==> src/rtl/down_timer4_pkg.sv <==
// rtl/down_timer4_pkg.sv - shared timer package: state encoding and default width
package down_timer4_pkg;

    localparam int DT_DEFAULT_WIDTH = 4;

    typedef enum logic [1:0] {
        ST_IDLE = 2'd0,
        ST_RUN  = 2'd1,
        ST_DONE = 2'd2
    } dt_state_t;

endpackage

==> src/rtl/down_timer4_sub_bout.sv <==
// rtl/down_timer4_sub_bout.sv - subtract-by-constant with borrow out
module sub_bout
    import down_timer4_pkg::*;
#(
    parameter int               WIDTH = DT_DEFAULT_WIDTH,
    parameter logic [WIDTH-1:0] SUB   = WIDTH'(1)
) (
    input  logic [WIDTH-1:0] a,
    output logic [WIDTH-1:0] diff,
    output logic             bout
);

    // One extra bit catches the borrow; it is set exactly when a < SUB.
    logic [WIDTH:0] full;

    assign full = {1'b0, a} - {1'b0, SUB};
    assign diff = full[WIDTH-1:0];
    assign bout = full[WIDTH];

endmodule

==> src/rtl/down_timer4.sv <==
// rtl/down_timer4.sv - loadable down-counter with one-shot / auto-reload modes
module down_timer4
    import down_timer4_pkg::*;
#(
    parameter int WIDTH = DT_DEFAULT_WIDTH
) (
    input  logic             CLK,
    input  logic             ASYNCRESETN,
    input  logic             CLEAR,
    input  logic             LOAD_VALID,
    output logic             LOAD_READY,
    input  logic [WIDTH-1:0] LOAD_DATA,
    input  logic             AUTO_RELOAD,
    input  logic             HALT,
    output logic [WIDTH-1:0] O,
    output logic             BOUT,
    output logic             BUSY
);

    dt_state_t        state_q;
    dt_state_t        state_d;
    logic [WIDTH-1:0] count_q;
    logic [WIDTH-1:0] reload_q;
    logic             mode_q;
    logic             bout_q;

    logic [WIDTH-1:0] count_dec;
    logic             count_borrow;
    logic             handshake;
    logic             tick;
    logic             terminal;

    // Decrement path; the borrow flags the count sitting at zero.
    sub_bout #(
        .WIDTH (WIDTH),
        .SUB   (WIDTH'(1))
    ) u_sub_bout (
        .a    (count_q),
        .diff (count_dec),
        .bout (count_borrow)
    );

    assign handshake = LOAD_VALID && LOAD_READY;
    assign tick      = (state_q == ST_RUN) && !HALT;
    assign terminal  = tick && count_borrow;

    // State register.
    always_ff @(posedge CLK or negedge ASYNCRESETN) begin
        if (!ASYNCRESETN) begin
            state_q <= ST_IDLE;
        end else begin
            state_q <= state_d;
        end
    end

    // Next state: CLEAR wins, then a load, then a one-shot terminal.
    always_comb begin
        state_d = state_q;
        if (CLEAR) begin
            state_d = ST_IDLE;
        end else if (handshake) begin
            state_d = ST_RUN;
        end else if (terminal && !mode_q) begin
            state_d = ST_DONE;
        end
    end

    // Outputs decoded from state; loads are refused while running or clearing.
    always_comb begin
        LOAD_READY = (state_q != ST_RUN) && !CLEAR;
        BUSY       = (state_q == ST_RUN);
    end

    // Count, reload value, mode and borrow pulse registers.
    always_ff @(posedge CLK or negedge ASYNCRESETN) begin
        if (!ASYNCRESETN) begin
            count_q  <= '0;
            reload_q <= '0;
            mode_q   <= 1'b0;
            bout_q   <= 1'b0;
        end else if (CLEAR) begin
            count_q <= '0;
            mode_q  <= 1'b0;
            bout_q  <= 1'b0;
        end else if (handshake) begin
            count_q  <= LOAD_DATA;
            reload_q <= LOAD_DATA;
            mode_q   <= AUTO_RELOAD;
            bout_q   <= 1'b0;
        end else if (terminal) begin
            // One-shot leaves the count parked at zero.
            bout_q <= 1'b1;
            if (mode_q) begin
                count_q <= reload_q;
            end
        end else if (tick) begin
            count_q <= count_dec;
            bout_q  <= 1'b0;
        end else begin
            bout_q <= 1'b0;
        end
    end

    assign O    = count_q;
    assign BOUT = bout_q;

endmodule
==> config.mk <==
export PLATFORM = sky130hd
export DESIGN_NAME = down_timer4
export DESIGN_NICKNAME = d
export VERILOG_FILES = /design/src/rtl/down_timer4_pkg.sv /design/src/rtl/down_timer4_sub_bout.sv /design/src/rtl/down_timer4.sv
export SDC_FILE = /design/constraint.sdc
export NUM_CORES = 1
export LEC_CHECK = 0
export ABC_AREA = 1
export BUFFER_PORTS_ARGS = -buffer_cell sky130_fd_sc_hd__buf_2
export CAP_MARGIN = 20
export CORE_AREA = 2 2 39 41
export DETAILED_ROUTE_END_ITERATION = 12
export DIE_AREA = 0 0 41 43
export PLACE_DENSITY = 0.85
export SLEW_MARGIN = 5
export SYNTH_ARGS = -nofsm -noshare
export SYNTH_HDL_FRONTEND = slang
export SYNTH_SLANG_ARGS = --single-unit
==> constraint.sdc <==
create_clock -name CLK -period 3.5 [get_ports CLK]
set_input_delay 0.35 -clock CLK [delete_from_list [all_inputs] [get_ports CLK]]
set_output_delay 0.35 -clock CLK [all_outputs]
set_load 0.01 [all_outputs]
==> impl_metrics.toml <==
[worst_setup_path]
path_cells = "nand2_2, inv_1, nor2_1, buf_2"
r2r-end = "O[3]"
slowest_stage = "dfrtp_1"
endpoint_kind = "output port"
path_class = "reg2out"
cp_max_fo = 4
path_depth = 4
worst_setup_path_start_kind = "register"
arrival_ns = 1.09
r2r_cells = 9
critPathMaxStageDelay_ns = 0.42
worst-r2r-setup-slack_ns = 2.12
crit_required_ns = 3.15
reg2reg_from = "O[0]"
critical_path_buf_inv_count = 2
crit_family = "flip-flops"

[logic_synthesis]
yosysWarnings = 0
ys_types = 18
synth_area_per_cell_um2 = 7.676
syn_nets = 100
yosysSeqAreaShare_pct = 43.96
synth-seq-cells = 12
netlist_instances = 89
syn_area_um2 = 683.2

[die]
die_h_um = 43
ios = 17
die_w_um = 41
core_um2 = 1384
rows = 14
dieArea_um2 = 1763
start_util_pct = 49.37

[drt]
postRouteAntennaNets = 0
routed_wl_um = 1333
drc = 0
vias_per_cell = 5.040
drt_pass1_iterations = 5
route.vias.total = 635
drt_iter0_drc = 14
wl_per_cell_um = 10.58

[power]
power.internal_uw = 293.8
power_density_nw_per_um2 = 554.9
p_leak_uw = 0.0004569
power_switching_uw = 166.5
ir_drop_uv = 254.0
switching_share_pct = 36.18
pwr-share-seq_pct = 40.7
clkPwrFrac_pct = 23.2
comb_power_share_pct = 36.1

[clock_tree]
cts.sinks = 12
cts_made_buffers = 3
clkTransAtPathRegs_ns = 0.08
clockRootBuffer = "clkbuf_4"
cts_setup_buffers = 0
cts_tree = "yes"
clkLatencyLatePin_ns = 0.26
h-tree-depth = 1
clockBufferDepth = 2

[global_route]
grt_pass1_wl_um = 2007
grt_pass1_vias = 515
grt_antenna_before_repair = 0
gr-total-overflow = 0
grt_max_degree = 13
track_usage_pct = 17.23

[timing]
max_freq_mhz = 696.3
fin_crit_sh_pct = 41.03
finalSetupViolations = 0
setup_slack_ns = 2.064
fin_skew_ns = 0.0008024
rsz0062_at_grt = "no"
maxSlewHeadroom_pct = 81.60
drv_slew = 0
period_minus_slack_ns = 1.436
tns_ns = 0
hold_viol_final = 0
worst_slew_pin_slew_ns = 0.2760

[status]
outcome = "finished clean"

[job]
maxCapViolCount = 0

[cells_and_area]
diodes = 0
area_delta_synth_final_pct = 21.43
nNetsFinal = 122
fill_cells = 124
drive_gt1_share_pct = 31.82

[place]
gp_congestion = 0.8569
port_buffers = 16
detailed_place_hpwl_um = 1085
place_ws_ns = 2.124

[worst_hold_path]
hold_depth = 3
min_path_type = "in2reg"
hold_end = "reload_q[0]"
hp-start = "LOAD_DATA[0]"
==> cells by family (layout without fill, tap and decap cells) <==
| kind of cell | count (synthesis) | in the layout | share of synthesized area, % |
|---|---|---|---|
| xor gates and xnor gates | 1 | 1 | 1.282 |
| and+or+nand+nor | 54 | 54 | 39.56 |
| adders and majority gates | 1 | 1 | 1.831 |
| buffers and inverters | 13 | 34 | 7.143 |
| AOI/OAI and AO/OA | 8 | 8 | 6.227 |
| DFF | 12 | 12 | 43.96 |
==> Yosys cell counts (all sizes together) <==
cell	n	share of area, %
xor2	1	1.3
nand2	30	18
nand3	10	11
nor2	12	8.8
nand3b	1	1.6
o21ai	4	2.9
inv	13	7.1
ha	1	1.8
dfrtp	12	44
or2	1	0.92
o21a	1	1.1
a21oi	3	2.2
==> repair_timing <==
item,4_1_cts,5_1_grt
hold endpoints to repair,12,0
hold buffers,1,0
setup endpoints to repair,0,0
gates resized for setup,0,0
==> sequential cells by signal, indices dropped and copies added, names as in the netlist <==
signal / cells
BOUT: 1
O: 4
mode_q: 1
reload_q: 4
state_q: 2
==> cells in the final DEF, fill, tap and decap left out <==
| master | n |
|---|---|
| nand3b_2 | 1 |
| ha_1 | 1 |
| o21ai_0 | 4 |
| a21oi_1 | 3 |
| nor2_2 | 3 |
| clkbuf_4 | 3 |
| dfrtp_1 | 12 |
| nor2_4 | 1 |
| nand2_2 | 3 |
| or2_2 | 1 |
| buf_2 | 16 |
| nand2_1 | 27 |
| inv_2 | 3 |
| nand3_4 | 1 |
| nor2_1 | 8 |
| nand3_2 | 2 |
| inv_1 | 10 |
| dlygate4sd3_1 | 1 |
| xor2_1 | 1 |
| o21a_1 | 1 |
| nand3_1 | 7 |
| clkbuf_8 | 1 |
==> worst max path at each step <==
stage	start	to
final	state_q[0]	LOAD_READY
after global routing	state_q[0]	LOAD_READY
after CTS	state_q[0]	LOAD_READY
after detailed placement	O[0]	O[0]
after global placement	O[0]	O[1]
after floorplan	O[0]	O[0]
==> worst reg2reg max path, delay by kind of cell, from the launching register on <==
family | cells | cell delay (ns)
and+or+nand+nor | 7 | 0.56
buffers and inverters | 1 | 0.10
adders and majority gates | 1 | 0.21
DFF | 1 | 0.41
==> power by group through the flow <==
stage | Sequential, uW | Combinational [uW] | Clock, uW
after floorplan | 193 | 113 | 0
after global placement | 188 | 162 | 0
after detailed placement | 190 | 165 | 0
after CTS | 187 | 166 | 110
after global routing | 191 | 184 | 121
final | 187 | 166 | 107
==> layout make-up <==
type	count	area [um^2]	share of cell area (%)
multi-input combinational	64	334.1	40.27
sequential	12	300.3	36.20
tap	16	20.02	2.413
timing repair buffer	17	90.09	10.86
clock buffer	4	36.28	4.374
inverter	13	48.80	5.882
==> stage by stage <==
stage / area, um^2 / hold WS (ns) / util (%) / total power, uW / instances
floorplan: 683.2 / 0.05441 / - / 306.0 / 89
CTS: 829.5 / 0.3228 / 59.95 / 462.9 / 126
detailed placement: 783.3 / 0.2423 / 56.60 / 355.2 / 121
finish: 829.5 / 0.3262 / 59.95 / 460.3 / 126
global placement: 783.3 / 0.2388 / 56.60 / 350.1 / 121
global route: 829.5 / 0.3342 / 59.95 / 495.9 / 126
==> layer usage <==
metal | vias up | share of wire, % | track usage (%)
li1 | 318 | - | -
met4 | 0 | 1.4 | 8.000
met3 | 2 | 7.5 | 6.283
met2 | 28 | 47 | 25.62
met5 | - | 0 | 0
met1 | 287 | 44 | 21.28
Note: power is estimated with default switching activity, not from simulation.
